===== src/rtl/alu_codes_pkg.sv =====
// Register codes shared by the ALU operand select, the control unit and the write-back router.
// Also provides the code-to-pending-bit decode used by the router.
package alu_codes_pkg;

  localparam logic [2:0] CODE_IR  = 3'b001;
  localparam logic [2:0] CODE_IDX = 3'b010;
  localparam logic [2:0] CODE_IDY = 3'b011;
  localparam logic [2:0] CODE_R1  = 3'b100;
  localparam logic [2:0] CODE_R5  = 3'b101;

  // Bit positions of the owned registers inside the pend vector.
  typedef enum logic [1:0] {
    REG_R1  = 2'd0,
    REG_R5  = 2'd1,
    REG_IDX = 2'd2,
    REG_IDY = 2'd3
  } reg_idx_e;

  function automatic logic [3:0] code_onehot(input logic [2:0] code);
    logic [3:0] oh;
    oh = 4'b0000;
    case (code)
      CODE_R1:  oh[REG_R1]  = 1'b1;
      CODE_R5:  oh[REG_R5]  = 1'b1;
      CODE_IDX: oh[REG_IDX] = 1'b1;
      CODE_IDY: oh[REG_IDY] = 1'b1;
      CODE_IR:  oh = 4'b0000;
      default:  oh = 4'b0000;
    endcase
    return oh;
  endfunction

endpackage


===== src/rtl/alu_wb_router_if.sv =====
// Write-back request bus between the ALU side (master) and the write-back router (slave).
interface alu_wb_router_if #(
  parameter int unsigned WIDTH = 16
);
  logic             wb_valid;
  logic             wb_ready;
  logic [2:0]       wb_code;
  logic             wb_inc;
  logic [WIDTH-1:0] wb_data;
  logic             wb_hold;

  modport master (
    output wb_valid, wb_code, wb_inc, wb_data, wb_hold,
    input  wb_ready
  );

  modport slave (
    input  wb_valid, wb_code, wb_inc, wb_data, wb_hold,
    output wb_ready
  );
endinterface


===== src/rtl/wb_fifo.sv =====
// Small write-back FIFO; exposes per-slot valid bits and contents so the owner can OR up pend flags.
// The caller never pushes while full and never pops while empty.
module wb_fifo #(
  parameter int unsigned DW    = 20,
  parameter int unsigned DEPTH = 2
) (
  input  logic                      clk,
  input  logic                      rst_n,
  input  logic                      push,
  input  logic                      pop,
  input  logic [DW-1:0]             din,
  output logic [DW-1:0]             dout,
  output logic                      full,
  output logic                      empty,
  output logic [DEPTH-1:0]          vld,
  output logic [DEPTH-1:0][DW-1:0]  mem
);
  localparam int unsigned AW = $clog2(DEPTH);
  localparam int unsigned CW = $clog2(DEPTH + 1);

  logic [AW-1:0]             r_wptr;
  logic [AW-1:0]             r_rptr;
  logic [CW-1:0]             r_count;
  logic [DEPTH-1:0]          r_vld;
  logic [DEPTH-1:0][DW-1:0]  r_mem;

  // Pointers, occupancy, slot valid bits and storage.
  always_ff @(posedge clk) begin
    if (!rst_n) begin
      r_wptr  <= '0;
      r_rptr  <= '0;
      r_count <= '0;
      r_vld   <= '0;
      r_mem   <= '0;
    end else begin
      if (push) begin
        r_mem[r_wptr] <= din;
        r_vld[r_wptr] <= 1'b1;
        r_wptr        <= r_wptr + AW'(1);
      end
      if (pop) begin
        r_vld[r_rptr] <= 1'b0;
        r_rptr        <= r_rptr + AW'(1);
      end
      case ({push, pop})
        2'b10:   r_count <= r_count + CW'(1);
        2'b01:   r_count <= r_count - CW'(1);
        default: r_count <= r_count;
      endcase
    end
  end

  assign full  = (r_count == CW'(DEPTH));
  assign empty = (r_count == CW'(0));
  assign dout  = r_mem[r_rptr];
  assign vld   = r_vld;
  assign mem   = r_mem;

endmodule


===== src/rtl/alu_wb_router.sv =====
// Routes ALU results into R1, R5, IDX, IDY through a small FIFO, with pending flags and sticky error.
// Optional macro WB_FWD_EN: an accepted request retires at once when the FIFO is empty and not held.
module alu_wb_router
  import alu_codes_pkg::*;
#(
  parameter int unsigned WIDTH = 16,
  parameter int unsigned DEPTH = 2
) (
  input  logic              clk,
  input  logic              rst_n,
  alu_wb_router_if.slave    wb,
  output logic [WIDTH-1:0]  r1_q,
  output logic [WIDTH-1:0]  r5_q,
  output logic [WIDTH-1:0]  idx_q,
  output logic [WIDTH-1:0]  idy_q,
  output logic [3:0]        pend,
  output logic              wb_err
);
  localparam int unsigned DW = WIDTH + 4;

  logic                      w_full;
  logic                      w_empty;
  logic                      w_accept;
  logic                      w_push;
  logic                      w_pop;
  logic                      w_fwd;
  logic                      w_retire;
  logic [DW-1:0]             w_in_entry;
  logic [DW-1:0]             w_head;
  logic [DW-1:0]             w_ret_entry;
  logic [DEPTH-1:0]          w_vld;
  logic [DEPTH-1:0][DW-1:0]  w_mem;
  logic [3:0]                w_pend;

  logic [WIDTH-1:0]          r_r1;
  logic [WIDTH-1:0]          r_r5;
  logic [WIDTH-1:0]          r_idx;
  logic [WIDTH-1:0]          r_idy;
  logic                      r_err;

  assign wb.wb_ready = !w_full;
  assign w_accept    = wb.wb_valid && !w_full;
  assign w_pop       = !w_empty && !wb.wb_hold;
  assign w_in_entry  = {wb.wb_code, wb.wb_inc, wb.wb_data};

`ifdef WB_FWD_EN
  assign w_fwd = w_accept && w_empty && !wb.wb_hold;
`else
  assign w_fwd = 1'b0;
`endif

  // A forwarded request bypasses the FIFO entirely, so it never shows up in pend.
  assign w_push      = w_accept && !w_fwd;
  assign w_retire    = w_pop || w_fwd;
  assign w_ret_entry = w_fwd ? w_in_entry : w_head;

  wb_fifo #(
    .DW    (DW),
    .DEPTH (DEPTH)
  ) u_fifo (
    .clk   (clk),
    .rst_n (rst_n),
    .push  (w_push),
    .pop   (w_pop),
    .din   (w_in_entry),
    .dout  (w_head),
    .full  (w_full),
    .empty (w_empty),
    .vld   (w_vld),
    .mem   (w_mem)
  );

  // Register file update from the retiring entry; invalid codes only set the sticky error.
  always_ff @(posedge clk) begin
    if (!rst_n) begin
      r_r1  <= '0;
      r_r5  <= '0;
      r_idx <= '0;
      r_idy <= '0;
      r_err <= 1'b0;
    end else if (w_retire) begin
      case (w_ret_entry[DW-1:WIDTH+1])
        CODE_R1:  r_r1  <= w_ret_entry[WIDTH] ? r_r1  + WIDTH'(1) : w_ret_entry[WIDTH-1:0];
        CODE_R5:  r_r5  <= w_ret_entry[WIDTH] ? r_r5  + WIDTH'(1) : w_ret_entry[WIDTH-1:0];
        CODE_IDX: r_idx <= w_ret_entry[WIDTH] ? r_idx + WIDTH'(1) : w_ret_entry[WIDTH-1:0];
        CODE_IDY: r_idy <= w_ret_entry[WIDTH] ? r_idy + WIDTH'(1) : w_ret_entry[WIDTH-1:0];
        default:  r_err <= 1'b1;
      endcase
    end
  end

  // Pending flags: OR of destination bits over occupied FIFO slots.
  always_comb begin
    w_pend = 4'b0000;
    for (int i = 0; i < DEPTH; i++) begin
      if (w_vld[i]) begin
        w_pend = w_pend | code_onehot(w_mem[i][DW-1:WIDTH+1]);
      end else begin
        w_pend = w_pend;
      end
    end
  end

  assign r1_q   = r_r1;
  assign r5_q   = r_r5;
  assign idx_q  = r_idx;
  assign idy_q  = r_idy;
  assign pend   = w_pend;
  assign wb_err = r_err;

endmodule


===== src/flat_wrapper.sv =====
// flat-port wrapper written by rule: the top's interface ports become plain ports
module alu_wb_router_flat import alu_codes_pkg::*;
#(
  parameter int unsigned WIDTH = 16,
  parameter int unsigned DEPTH = 2
)
  (clk, rst_n, r1_q, r5_q, idx_q, idy_q, pend, wb_err, wb_wb_valid, wb_wb_code, wb_wb_inc, wb_wb_data, wb_wb_hold, wb_wb_ready);
  alu_wb_router_if #(.WIDTH(WIDTH)) wb_i ();
  input  logic clk;
  input  logic rst_n;
  output logic [WIDTH-1:0] r1_q;
  output logic [WIDTH-1:0] r5_q;
  output logic [WIDTH-1:0] idx_q;
  output logic [WIDTH-1:0] idy_q;
  output logic [3:0] pend;
  output logic wb_err;
  input wire logic [$bits(wb_i.wb_valid)-1:0] wb_wb_valid;
  input wire logic [$bits(wb_i.wb_code)-1:0] wb_wb_code;
  input wire logic [$bits(wb_i.wb_inc)-1:0] wb_wb_inc;
  input wire logic [$bits(wb_i.wb_data)-1:0] wb_wb_data;
  input wire logic [$bits(wb_i.wb_hold)-1:0] wb_wb_hold;
  output wire logic [$bits(wb_i.wb_ready)-1:0] wb_wb_ready;
  assign wb_i.wb_valid = wb_wb_valid;
  assign wb_i.wb_code = wb_wb_code;
  assign wb_i.wb_inc = wb_wb_inc;
  assign wb_i.wb_data = wb_wb_data;
  assign wb_i.wb_hold = wb_wb_hold;
  assign wb_wb_ready = wb_i.wb_ready;
  alu_wb_router #(.WIDTH(WIDTH), .DEPTH(DEPTH)) u_core (.clk(clk), .rst_n(rst_n), .wb(wb_i), .r1_q(r1_q), .r5_q(r5_q), .idx_q(idx_q), .idy_q(idy_q), .pend(pend), .wb_err(wb_err));
endmodule

===== config.mk =====
export PLATFORM = sky130hd
export DESIGN_NAME = alu_wb_router_flat
export DESIGN_NICKNAME = d
export VERILOG_FILES = /design/src/rtl/alu_codes_pkg.sv /design/src/rtl/alu_wb_router_if.sv /design/src/rtl/wb_fifo.sv /design/src/rtl/alu_wb_router.sv /design/src/flat_wrapper.sv
export SDC_FILE = /design/constraint.sdc
export NUM_CORES = 1
export LEC_CHECK = 0
export CAP_MARGIN = 20
export CORE_UTILIZATION = 58
export DETAILED_ROUTE_END_ITERATION = 16
export PLACE_DENSITY_LB_ADDON = 0.12
export REMOVE_ABC_BUFFERS = 1
export SLEW_MARGIN = 15
export SYNTH_ARGS = -nofsm -noshare
export SYNTH_HDL_FRONTEND = slang
export SYNTH_SLANG_ARGS = --single-unit

===== constraint.sdc =====
create_clock -name clk -period 3.3 [get_ports clk]
set_input_delay 0.33 -clock clk [delete_from_list [all_inputs] [get_ports clk]]
set_output_delay 0.33 -clock clk [all_outputs]
set_load 0.1 [all_outputs]

==> flow_summary.yaml <==
clock_tree:
  post-cts-setup-buffers: 0
  cts_root_buffer: "clkbuf_8"
  cts.htree.levels: 3
  postCtsHoldBufs: 0
  cts_inserted_buffers: 9
  ctsResizeCount: 0
  cts_tree: "built"
  clk_latency_ps: 370
  clock_sinks: 111
  cts_buffer_depth: 2
  clk_pin_slew_ps: 110
power_and_ir_drop:
  ir_drop_mv: 0.3775
  p_per_area_nw_per_um2: 480.3
  power.leakage_uw: 0.002280
timing:
  worst_pin_slew_ps: 1002
  fin_crit_ps: 2618
  max_freq_mhz: 382.0
  finalSetupTns_ps: 0
  finalHoldViolations: 0
  drv_slew: 0
  rsz0062_at_grt: "no"
  skew_ps: 12.42
  fin_crit_sh_pct: 79.33
  finalSetupViolations: 0
  max_slew_margin_pct: 32.99
synthesis:
  syn_area_um2: 5813
  yosysWarnings: 0
  ys_types: 54
  syn_avg_cell_area_um2: 7.720
  ys_seq_area_share_pct: 38.23
  synth_cells: 753
  ys_ff_latch: 111
routing:
  post-route-drc-count: 0
  routed_wl_um: 16480
  post_drt_wl_per_cell_um: 17.20
  ant_nets: 0
  num_vias: 6033
  first_pass_iters: 7
  drt_iter0_drc: 325
  via_per_inst: 6.297
die:
  die_height_um: 102.1
  dieArea_um2: 10430
  row_count: 36
  fp.dieW_um: 102.1
  initial_core_util_pct: 59.75
  io_pins: 94
  core_area_um2: 9729
cells_and_area:
  final_common_cell: "nand2_1"
  fin_nets: 849
  area_growth_pct: 20.17
  multi_input_area_um2: 3331
  fillCellCount: 762
  design_area_um2: 6985
  drive_above_1_share_pct: 5.818
  num_antenna_cells: 0
  layout_common_cells: "nand2_1, dfxtp_1, clkdlybuf4s50_1"
  regArea_um2: 2222
  instances_no_fill: 958
min_path:
  worstHoldPathCells: 2
  min_path_type: "flop to flop"
critical_path:
  timing_worst_setup_path_type: "flop to flop"
  worstSetupStartpointType: "flop"
  worstPathMaxFanout: 32
  crit_required_ps: 3580
  cp.arrival_ps: 2900
  r2r_cells: 5
  crit_path_end_kind: "flop"
placement:
  port_buffers: 93
  post_dp_cell_area_um2: 6768
  dpl.cell_count: 941
  gp_congestion: 0.8717
  place.detailed.hpwl_um: 11610
grt:
  first_global_vias: 5571
  overflow: 0
  grt_pass1_wl_um: 26460
  antenna_found_initial: 0
  grt_max_degree: 38
  grt_use_total_pct: 32.14
status:
  status: "complete, no violations"
flow_run:
  maxCapViolCount: 0
## metrics by stage
stage	util (%)	power [µW]	setup slack [ps]	hold slack (ps)
final	71.80	3355	682.2	470.9
after global routing	71.80	3513	544.0	496.2
after CTS	71.75	3349	700.9	462.9
after detailed placement	69.56	2492	745.9	456.8
after global placement	69.56	2450	818.5	449.0
after floorplan	-	2203	-1847	442.8
## cell usage after synthesis, drive strengths merged
cell	instances	area [µm²]
nand2	136	510.5
dfxtp	111	2222
nor2	66	250.2
a21boi	59	442.9
o21ai	58	290.3
a21oi	33	165.2
clkbuf	29	108.9
nand3	24	125.1
a31oi	22	137.6
nor3	20	110.1
o211ai	19	142.6
buf	18	96.34
inv	18	67.56
o22ai	13	81.33
nor3b	11	82.58
nand4	10	62.56
o32ai	9	78.83
mux2i	8	100.1
o31a	8	70.07
and2	7	43.80
and3	7	43.79
nand2b	7	43.79
a41oi	5	43.79
ha	5	62.56
nor4	5	37.53
nor4b	5	43.79
a211oi	4	30.03
and4	4	35.03
o221a	4	45.04
and2b	3	22.52
o21bai	3	26.27
o32a	3	30.03
or3	3	18.77
xnor2	3	26.28
o21a	2	15.01
o221ai	2	17.52
o311a	2	20.02
o31ai	2	15.01
a311oi	1	8.760
mux2	1	11.26
o211a	1	10.01
o41a	1	11.26
or2	1	6.260
## state kept, by name, summed over array words and instances, names as in the netlist
register	flops
u_core.idx_q	16
u_core.idy_q	16
u_core.r1_q	16
u_core.r5_q	16
u_core.u_fifo.mem	40
u_core.u_fifo.r_count	2
u_core.u_fifo.r_rptr	1
u_core.u_fifo.r_wptr	1
u_core.u_fifo.vld	2
u_core.wb_err	1
## where the power goes
part           leakage, µW  internal, µW  switching (µW)
clock             0.000105           370             503
combinational      0.00127           315             632
sequential        0.000900          1430             109
## path summary, 6_finish.rpt
| kind | to | slack [ps] | startpoint |
|---|---|---|---|
| worst max register to register | u_core.idy_q[4] | 680 | u_core.u_fifo.r_rptr |
| worst min register to register | u_core.u_fifo.mem[5] | 470 | u_core.u_fifo.mem[5] |
| worst max-delay path | u_core.idy_q[4] | 680 | u_core.u_fifo.r_rptr |
| worst min-delay path | u_core.u_fifo.mem[5] | 470 | u_core.u_fifo.mem[5] |
## area by class of cell
type	instances	area share (%)
inverters	18	0.9672
clock inverters	7	1.272
multi-input cells	577	47.68
flip-flops and latches	111	31.81
clock buffers	9	1.773
repair buffers	103	14.11
well taps	133	2.382
## cell families (layout without fill, tap and decap cells)
family	Yosys count	after routing	share of synthesized area, %
AND/OR/NAND/NOR	309	309	24.71
AO/OA/AOI/OAI	251	251	28.93
flip-flops	111	111	38.23
buffers and inverters	65	137	4.692
multiplexers	9	9	1.916
adder cells (fa/ha/maj)	5	5	1.076
XOR/XNOR	3	3	0.4521
## per-layer routing
metal	wire, µm	part of all wire, %	global-route usage, %
met5	0	0	0
met4	347	2.1	12.75
met3	1230	7.5	5.404
met2	8197	50	56.17
met1	6707	41	39.34
## critical path, cell delays in order, from the launching register on
cell and delay, ps:
dfxtp_1 850, mux2i_4 750, buf_4 440, or3_1 180, a21oi_1 80, o21a_1 210
(Power assumes the default switching activity.)
